**config.mk**
```make
export PLATFORM = sky130hd
export DESIGN_NAME = bin_to_seg_display_flat
export DESIGN_NICKNAME = d
export VERILOG_FILES = /design/src/rtl/bin_to_seg_display_if.sv /design/src/rtl/bin_to_seg_display.sv /design/src/flat_wrapper.sv
export SDC_FILE = /design/constraint.sdc
export NUM_CORES = 1
export LEC_CHECK = 0
export CORE_UTILIZATION = 30
export CTS_BUF_LIST = sky130_fd_sc_hd__clkbuf_4
export DETAILED_ROUTE_END_ITERATION = 7
export DONT_BUFFER_PORTS = 1
export GPL_ROUTABILITY_DRIVEN = 0
export PLACE_DENSITY = 0.56
export SLEW_MARGIN = 20
export SYNTH_ARGS = -nofsm -noshare
export SYNTH_HDL_FRONTEND = slang
export SYNTH_SLANG_ARGS = --single-unit
```
**constraint.sdc**
```tcl
create_clock -name clk -period 2.5 [get_ports clk]
set_input_delay 0.375 -clock clk [delete_from_list [all_inputs] [get_ports clk]]
set_output_delay 0.375 -clock clk [all_outputs]
set_load 0.005 [all_outputs]
```
**src/rtl/bin_to_seg_display_if.sv**
```systemverilog
// Interface between a value source and the seven-segment converter.
// Master drives load/value/lz_blank/blink_en; slave returns busy/done/overflow/hex.
interface bin_to_seg_display_if #(
  parameter int WIDTH  = 14,
  parameter int DIGITS = 4
);
  logic                  load;
  logic [WIDTH-1:0]      value;
  logic                  lz_blank;
  logic                  blink_en;
  logic                  busy;
  logic                  done;
  logic                  overflow;
  logic [DIGITS*7-1:0]   hex;

  modport master (
    output load, value, lz_blank, blink_en,
    input  busy, done, overflow, hex
  );

  modport slave (
    input  load, value, lz_blank, blink_en,
    output busy, done, overflow, hex
  );
endinterface

```
**src/rtl/bin_to_seg_display.sv**
```systemverilog
// Binary to multi-digit seven-segment driver: double-dabble, one bit per cycle, WIDTH+2 cycles load->display.
// load is ignored while busy; the display stays double-buffered until the conversion completes.
module bin_to_seg_display #(
  parameter int WIDTH     = 14,
  parameter int DIGITS    = 4,
  parameter int BLINK_DIV = 25000000
) (
  input  logic                  clk,
  input  logic                  rst_n,
  bin_to_seg_display_if.slave   bus
);

  localparam int BCDW = 4 * DIGITS;
  localparam int CW   = $clog2(WIDTH + 1);
  localparam int BW   = $clog2(BLINK_DIV);

  localparam logic [6:0] SEG_DASH  = 7'b0111111;
  localparam logic [6:0] SEG_BLANK = 7'b1111111;

  function automatic logic [63:0] max_disp(input int n);
    logic [63:0] m;
    m = 64'd1;
    for (int i = 0; i < n; i++) m = m * 64'd10;
    return m - 64'd1;
  endfunction

  localparam logic [63:0] MAX_VAL = max_disp(DIGITS);

  function automatic logic [6:0] seg(input logic [3:0] nib);
    case (nib)
      4'd0:    seg = 7'b1000000;
      4'd1:    seg = 7'b1111001;
      4'd2:    seg = 7'b0100100;
      4'd3:    seg = 7'b0110000;
      4'd4:    seg = 7'b0011001;
      4'd5:    seg = 7'b0010010;
      4'd6:    seg = 7'b0000010;
      4'd7:    seg = 7'b1111000;
      4'd8:    seg = 7'b0000000;
      4'd9:    seg = 7'b0010000;
      default: seg = SEG_BLANK;
    endcase
  endfunction

  typedef enum logic [1:0] {IDLE, SHIFT, UPDATE} state_t;

  state_t              state_q, state_d;
  logic [WIDTH-1:0]    shreg_q, shreg_d;
  logic [BCDW-1:0]     bcd_q, bcd_d;
  logic [CW-1:0]       cnt_q, cnt_d;
  logic                lzb_q, lzb_d;
  logic                ovfp_q, ovfp_d;
  logic [DIGITS*7-1:0] disp_q, disp_d;
  logic                ovf_q, ovf_d;
  logic                done_q, done_d;
  logic [BW-1:0]       bcnt_q, bcnt_d;
  logic                phase_q, phase_d;

  logic [BCDW-1:0]     bcd_adj;
  logic [DIGITS*7-1:0] disp_next;

  always_comb begin
    bcd_adj = bcd_q;
    for (int i = 0; i < DIGITS; i++) begin
      if (bcd_q[4*i +: 4] >= 4'd5) bcd_adj[4*i +: 4] = bcd_q[4*i +: 4] + 4'd3;
    end
  end

  // Leading-zero blanking stops at the highest nonzero digit; digit 0 always shows.
  always_comb begin
    int msd;
    msd       = 0;
    disp_next = '1;
    for (int i = 0; i < DIGITS; i++) begin
      if (bcd_q[4*i +: 4] != 4'd0) msd = i;
    end
    for (int i = 0; i < DIGITS; i++) begin
      if (ovfp_q)                disp_next[7*i +: 7] = SEG_DASH;
      else if (lzb_q && i > msd) disp_next[7*i +: 7] = SEG_BLANK;
      else                       disp_next[7*i +: 7] = seg(bcd_q[4*i +: 4]);
    end
  end

  always_comb begin
    state_d = state_q;
    shreg_d = shreg_q;
    bcd_d   = bcd_q;
    cnt_d   = cnt_q;
    lzb_d   = lzb_q;
    ovfp_d  = ovfp_q;
    disp_d  = disp_q;
    ovf_d   = ovf_q;
    done_d  = 1'b0;
    case (state_q)
      IDLE: begin
        if (bus.load) begin
          shreg_d = bus.value;
          lzb_d   = bus.lz_blank;
          ovfp_d  = (64'(bus.value) > MAX_VAL);
          bcd_d   = '0;
          cnt_d   = '0;
          state_d = SHIFT;
        end
      end
      SHIFT: begin
        // Bits carried out of the top nibble are dropped; overflow was already decided at capture.
        bcd_d   = (bcd_adj << 1) | BCDW'(shreg_q[WIDTH-1]);
        shreg_d = shreg_q << 1;
        cnt_d   = cnt_q + 1'b1;
        if (cnt_q == CW'(WIDTH - 1)) state_d = UPDATE;
      end
      UPDATE: begin
        disp_d  = disp_next;
        ovf_d   = ovfp_q;
        done_d  = 1'b1;
        state_d = IDLE;
      end
      default: state_d = IDLE;
    endcase
  end

  always_comb begin
    bcnt_d  = bcnt_q + 1'b1;
    phase_d = phase_q;
    if (bcnt_q == BW'(BLINK_DIV - 1)) begin
      bcnt_d  = '0;
      phase_d = ~phase_q;
    end
  end

  always_ff @(posedge clk or negedge rst_n) begin
    if (!rst_n) begin
      state_q <= IDLE;
      shreg_q <= '0;
      bcd_q   <= '0;
      cnt_q   <= '0;
      lzb_q   <= 1'b0;
      ovfp_q  <= 1'b0;
      disp_q  <= '1;
      ovf_q   <= 1'b0;
      done_q  <= 1'b0;
      bcnt_q  <= '0;
      phase_q <= 1'b0;
    end else begin
      state_q <= state_d;
      shreg_q <= shreg_d;
      bcd_q   <= bcd_d;
      cnt_q   <= cnt_d;
      lzb_q   <= lzb_d;
      ovfp_q  <= ovfp_d;
      disp_q  <= disp_d;
      ovf_q   <= ovf_d;
      done_q  <= done_d;
      bcnt_q  <= bcnt_d;
      phase_q <= phase_d;
    end
  end

  assign bus.busy     = (state_q != IDLE);
  assign bus.done     = done_q;
  assign bus.overflow = ovf_q;
  assign bus.hex      = (bus.blink_en && phase_q) ? '1 : disp_q;

endmodule

```
**src/flat_wrapper.sv**
```systemverilog
// flat-port wrapper written by rule: the top's interface ports become plain ports
module bin_to_seg_display_flat 
#(
  parameter int WIDTH     = 14,
  parameter int DIGITS    = 4,
  parameter int BLINK_DIV = 25000000
)
  (clk, rst_n, bus_load, bus_value, bus_lz_blank, bus_blink_en, bus_busy, bus_done, bus_overflow, bus_hex);
  bin_to_seg_display_if #(.WIDTH(WIDTH), .DIGITS(DIGITS)) bus_i ();
  input  logic clk;
  input  logic rst_n;
  input wire logic [$bits(bus_i.load)-1:0] bus_load;
  input wire logic [$bits(bus_i.value)-1:0] bus_value;
  input wire logic [$bits(bus_i.lz_blank)-1:0] bus_lz_blank;
  input wire logic [$bits(bus_i.blink_en)-1:0] bus_blink_en;
  output wire logic [$bits(bus_i.busy)-1:0] bus_busy;
  output wire logic [$bits(bus_i.done)-1:0] bus_done;
  output wire logic [$bits(bus_i.overflow)-1:0] bus_overflow;
  output wire logic [$bits(bus_i.hex)-1:0] bus_hex;
  assign bus_i.load = bus_load;
  assign bus_i.value = bus_value;
  assign bus_i.lz_blank = bus_lz_blank;
  assign bus_i.blink_en = bus_blink_en;
  assign bus_busy = bus_i.busy;
  assign bus_done = bus_i.done;
  assign bus_overflow = bus_i.overflow;
  assign bus_hex = bus_i.hex;
  bin_to_seg_display #(.WIDTH(WIDTH), .DIGITS(DIGITS), .BLINK_DIV(BLINK_DIV)) u_core (.clk(clk), .rst_n(rst_n), .bus(bus_i));
endmodule
```
==> results of run 1 <==
through the flow:
| stage | cell area [sq um] | utilization |
|---|---|---|
| after CTS | 5600 | 0.336 |
| final | 5600 | 0.336 |
| after global routing | 5600 | 0.336 |
| after global placement | 5350 | 0.321 |
| after detailed placement | 5350 | 0.321 |
| after floorplan | 5130 | - |
worst max path at each step:
stage          slack [ns]             start  depth (start not counted)                end
4_1_cts              0.59  u_core.bcd_q[12]                          6  u_core.disp_q[12]
3_3_place_gp         0.69  u_core.bcd_q[12]                          6  u_core.disp_q[14]
3_5_place_dp         0.63  u_core.bcnt_q[0]                          5  u_core.bcnt_q[24]
6_report             0.59  u_core.bcd_q[13]                          6  u_core.disp_q[15]
2_1_floorplan        0.79  u_core.bcd_q[12]                          6  u_core.disp_q[14]
5_1_grt              0.40  u_core.bcd_q[12]                          6  u_core.disp_q[12]
per-layer routing:
metal | part of all wire | vias up | GRT usage
li1 | - | 1902 | -
met1 | 0.48 | 1839 | 0.165
met2 | 0.47 | 70 | 0.229
met3 | 0.042 | 9 | 0.0410
met4 | 0.012 | 0 | 0.0402
met5 | 0 | - | 0
report_power, final:
group / switching [uW] / internal (uW)
combinational: 1410 / 1220
clock: 506 / 422
sequential: 541 / 2210
layout by cell type, fill, tap and decap left out, types with 5 or more instances in the layout:
cell type	n
nand2b_1	37
nand3_1	23
o22a_1	15
dlygate4sd3_1	7
xor2_1	8
inv_1	20
nor3_1	11
dfstp_2	28
o31ai_1	5
a31oi_1	5
a21o_1	5
o22ai_1	9
dfrtp_1	66
a21oi_1	25
nor2_1	52
mux2i_1	7
and3_1	5
clkbuf_4	11
xnor2_1	11
nand4_1	10
or3_1	5
buf_4	8
a22oi_1	5
nand2_1	45
o21ai_0	35
ha_1	23
cells by family after synthesis:
family,synth area share
buffers and inverters,0.0391
multiplexers,0.0203
adder cells (fa/ha/maj),0.0561
flip-flops,0.466
AND/OR/NAND/NOR,0.230
XOR/XNOR,0.0325
AO/OA/AOI/OAI,0.156
area by class of cell:
type | count | area, sq um
Fill cell | 1743 | 11000
Sequential cell | 94 | 2390
Clock inverter | 5 | 73.8
Multi-Input combinational cell | 396 | 2540
Tap cell | 220 | 275
Timing Repair Buffer | 16 | 158
Clock buffer | 11 | 82.6
Inverter | 21 | 78.8
worst max-delay path, stage by stage, from the launching register on:
cell,delay [ns]
dfrtp_1,0.45
inv_1,0.13
ha_1,0.29
and4bb_1,0.35
a21oi_1,0.10
nor3_1,0.32
o22a_1,0.22
flip-flops by register name, indices dropped and copies added, names as in the netlist:
register / cells
u_core.lzb_q: 1
u_core.bcnt_q: 25
u_core.state_q: 2
u_core.bus.overflow: 1
u_core.disp_q: 28
u_core.shreg_q: 14
u_core.bcd_q: 16
u_core.phase_q: 1
u_core.cnt_q: 4
u_core.ovfp_q: 1
u_core.bus.done: 1
timing repair:
action | in CTS | in global routing
hold endpoints to repair | 100 | 0
hold buffers | 8 | 0
gates resized for setup | 0 | 0
Yosys cell counts (5+ instances only):
cell type	instances
nor3b_1	5
or3_1	5
a31oi_1	5
inv_1	20
nand2_1	45
xnor2_1	11
a22oi_1	5
o21ai_0	35
mux2i_1	7
nor2_1	52
o22a_1	15
a21o_1	5
nand4_1	10
and3_1	5
nand2b_1	37
a21oi_1	25
dfstp_2	28
o31ai_1	5
o22ai_1	9
clkbuf_1	21
nand3_1	23
nor3_1	11
dfrtp_1	66
xor2_1	8
ha_1	23
==> qor.txt, run 1 <==
Post-synth EDFFs: 0
Synth cell types: 62
Synth top area share: 0.322
pin count of the biggest net entering global routing: 95
first-pass GRT wire length: 19100 um
Top FF cell, synth: dfrtp_1
maximum vdd drop: 435 uV
Clk Latency, worst-skew pair: 0.48 ns
Reg2Reg Launch Point: u_core.bcd_q[13]
r2r setup slk: 0.59 ns
RSZ-0062 raised after global routing: no
R2R depth: 6
CTS Buf Count: 9
1st-iter DRT viols: 231
endpoints failing hold: 0
final setup violation count: 0
Max clock buf depth: 2
Initial Util: 0.308
Mapped Cells: 538
PwrDens: 1130 nW/um^2
Leakage: 0.00240 uW
clk slew on worst S/H paths: 0.14 ns
DIE AREA: 17600 sq um
Rel. slew slack: 0.615
ys async rst share: 1.00
leading area contributor after synthesis: dfrtp_1
# diodes: 0
Die W: 133 um
hold endpoint: u_core.shreg_q[2]
hold path depth: 2
total of max-cap violations: 0
CP Max Fanout: 7
drt pass-1 iters: 4
f_max: 0.525 GHz
Die Y: 133 um
GRT Total Usage: 0.135
CTS tree: done
Worst Hold Launch: bus_value[2]
Post-DP HPWL: 7700 um
syn_nets: 580
row count: 47
Mean Syn Cell Area: 9.53 sq um
number of port buffers: 0
IO Pins: 50
vias: 3820
Routed Wire Length: 11000 um
crit start category: flop
final critical-path share of the clock period: 0.763
status: completed
CTS sink count: 94
ratio of cells with drive above 1 in the final layout: 0.129
CP required: 2.92 ns
core area: 16600 sq um
Detail Route Antenna Nets: 0
Remaining Overflow, GRT: 0
worst r2r dst: u_core.disp_q[15]
clk_skew: 0.0124 ns
pre-CTS setup slack: 0.625 ns
Max Slew Vio Count: 0
Hold Slack: 0.0641 ns
root buffer cell: clkbuf_4
Remaining DRCs: 0
final worst setup slack: 0.594 ns
H-tree Lvls: 3
# nets final: 580
Synth area leaders: dfrtp_1, dfstp_2, ha_1
register area share after synthesis: 0.466
total number of yosys warnings: 0
vias per cell: 5.01
crit end category: flop
post-synthesis cell area: 5130 sq um
vias in the first global route: 3964
P&R area growth vs syn: 9.23%
DR WL/cell: 14.4 um
post-CTS setup buffers: 0
Final Non-Filler Cells: 763
Min-Delay Path Class: in -> reg
setup total negative slack: 0 ns
flops & latches, synth: 94
Pwr Total: 6310 uW
Slew @ Worst Pin: 0.571 ns
WS Path Type: reg -> reg
Critical Path AT: 2.33 ns
placed insts: 739
Final min period: 1.91 ns
initial antenna violation count: 0
Note: power is estimated with default switching activity, not from simulation.
==> inputs of run 2 (changes only) <==
==> constraint.sdc (replaced) <==
create_clock -name clk -period 1.83 [get_ports clk]
set_input_delay 0.2745 -clock clk [delete_from_list [all_inputs] [get_ports clk]]
set_output_delay 0.2745 -clock clk [all_outputs]
set_load 0.005 [all_outputs]
==> qor.txt, run 2 (synthesized netlist as in run 1, its figures left out) <==
status: finished, violations left
failing checks: hold timing
Slew @ Worst Pin: 0.594 ns (+0.0234 ns)
sequential share of power: 0.404 (-0.032)
placed insts: 759 (+2.7%)
Max Slew Vio Count: 0 (unchanged)
post-CTS setup buffers: 0 (unchanged)
Initial Util: 0.308 (unchanged)
final worst setup slack: 0.127 ns (-0.467 ns)
Slowest Stage Delay on Critical Path: 0.40 ns (-0.05 ns)
pin count of the biggest net entering global routing: 95 (unchanged)
number of cells on the critical path: 6 (unchanged)
hold buffer count at CTS: 15 (+7)
Remaining Overflow, GRT: 0 (unchanged)
setup total negative slack: 0 ns (unchanged)
initial antenna violation count: 1 (+1)
Sw Pwr: 3380 uW (+37%)
met2 GRT Util: 0.216 (-0.0126)
Clk Latency, worst-skew pair: 0.47 ns (about the same)
DR WL/cell: 13.9 um (-3.1%)
clk_skew: 0.0210 ns (+0.00860 ns)
total of max-cap violations: 0 (unchanged)
R2R depth: 6 (unchanged)
commonest non-fill, non-tap cells in the layout: dfrtp_1, nor2_1, nand2_1
Detail Route Antenna Nets: 0 (unchanged)
Routed Wire Length: 11000 um (+0.45%)
Pint: 5580 uW (+45%)
final critical-path share of the clock period: 0.931 (+0.168)
# nets final: 607 (+4.7%)
final setup violation count: 0 (unchanged)
drt pass-1 iters: 4 (unchanged)
Final Non-Filler Cells: 791 (+3.7%)
ratio of cells with drive above 1 in the final layout: 0.172 (+0.0430)
P&R area growth vs syn: 14.3%
row count: 47 (unchanged)
Comb pwr share: 0.436 (+0.019)
Die W: 133 um (unchanged)
biggest regs: u_core.disp_q x28, u_core.bcnt_q x25, u_core.bcd_q x16
maximum vdd drop: 775 uV (+78%)
H-tree Lvls: 3 (unchanged)
Hold Slack: -0.525 ns (-0.589 ns)
Leakage: 0.00253 uW (+5.5%)
CP cell instances: inv_1 > ha_1 > and4bb_2 > nand3_1 > a211o_1 > a31oi_1
CTS tree: done
vias in the first global route: 3813 (-3.8%)
RSZ-0062 raised after global routing: no
first-pass GRT wire length: 18700 um (-1.8%)
clk slew on worst S/H paths: 0.15 ns (about the same)
vias per cell: 4.95 (-1.1%)
CP Max Fanout: 6 (-1)
Largest Register: u_core.disp_q
Remaining DRCs: 0 (unchanged)
fillcell total: 1723 (-1.1%)
Post-DP HPWL: 7770 um (+0.95%)
IO Pins: 50 (unchanged)
delay-heaviest family, CP: compound AO/OA/AOI/OAI gates
Min-Delay Path Class: in -> async
pre-CTS setup slack: 0.132 ns (-0.493 ns)
CTS sink count: 94 (unchanged)
Clock Power Share: 0.160 (+0.013)
core area: 16600 sq um (unchanged)
vias: 3915 (+2.5%)
Max clock buf depth: 2 (unchanged)
number of port buffers: 0 (unchanged)
root buffer cell: clkbuf_4
PwrDens: 1530 nW/um^2 (+36%)
slowest stage cell, crit path: dfrtp_1
crit end category: flop
CTS Buf Count: 9 (unchanged)
sw frac: 0.377 (-0.0122)
1st-iter DRT viols: 205 (-11%)
Rel. slew slack: 0.600 (-0.0157)
WS Path Type: reg -> reg
endpoints failing hold: 94 (+94)
CP required: 2.22 ns (-0.70 ns)
most common cell after layout, fill and taps aside: dfrtp_1
f_max: 0.587 GHz (+12%)
GRT Total Usage: 0.134 (-0.000890)
routing usage on met3: 0.0391 (-0.00192)
crit start category: flop
max reg flops: 28 (unchanged)
Worst Path Buf+Inv: 1 (unchanged)
met1 usage: 0.173 (+0.00819)
DIE AREA: 17600 sq um (unchanged)
GRT busiest layer: met2
Final min period: 1.70 ns (-0.203 ns)
Critical Path AT: 2.09 ns (-0.24 ns)
Die Y: 133 um (unchanged)
[run 2: layout make-up]
| class | instances | area (sq um) | area share |
|---|---|---|---|
| Timing Repair Buffer | 43 | 360 | 0.0615 |
| Multi-Input combinational cell | 396 | 2570 | 0.438 |
| Antenna cell | 1 | 2.50 | 0.000427 |
| Clock inverter | 4 | 95.1 | 0.0162 |
| Clock buffer | 12 | 90.1 | 0.0154 |
| Inverter | 21 | 78.8 | 0.0135 |
| Tap cell | 220 | 275 | 0.0470 |
| Sequential cell | 94 | 2390 | 0.408 |
[run 2: metal layers]
layer	routed length, um	part of all wire
met1	5290	0.48
met3	498	0.045
met5	0	0
met4	117	0.011
met2	5100	0.46
[run 2: final timing paths]
kind | from | end | slack, ns
min in group clk | bus_value[11] | u_core.ovfp_q | 0.06
max in group asynchronous | rst_n | u_core.disp_q[16] | 2.14
worst min register to register | u_core.bcnt_q[0] | u_core.bcnt_q[0] | 0.46
worst min-delay path | rst_n | u_core.bcnt_q[0] | -0.53
worst max register to register | u_core.bcd_q[13] | u_core.disp_q[12] | 0.13
worst max-delay path | u_core.bcd_q[13] | u_core.disp_q[12] | 0.13
[run 2: repair_timing]
action	in CTS	in global routing
hold endpoints to repair	110	94
endpoints found under the setup margin	0	16
gates resized for setup	0	8
[run 2: per-stage QoR]
stage	utilization	area [sq um]	total power, uW
2_1_floorplan	-	5130	6530
3_3_place_gp	0.330	5500	7410
3_5_place_dp	0.330	5500	7520
4_1_cts	0.350	5830	9020
5_1_grt	0.352	5860	9790
6_report	0.352	5860	8960
[run 2: worst reg2reg max path: cells and delay by family (launching register included)]
kind	cells	cell delay, ns
AOI/OAI and AO/OA	2	0.47
and+or+nand+nor	2	0.44
DFF	1	0.40
adders and majority gates	1	0.19
buffers and inverters	1	0.12
[run 2: power groups by stage]
stage	registers, uW	clock network [uW]	logic, uW
after floorplan	3430	0	3090
after global placement	3630	0	3780
after detailed placement	3660	0	3860
after CTS	3610	1500	3900
after global routing	3740	1590	4470
final	3620	1430	3910
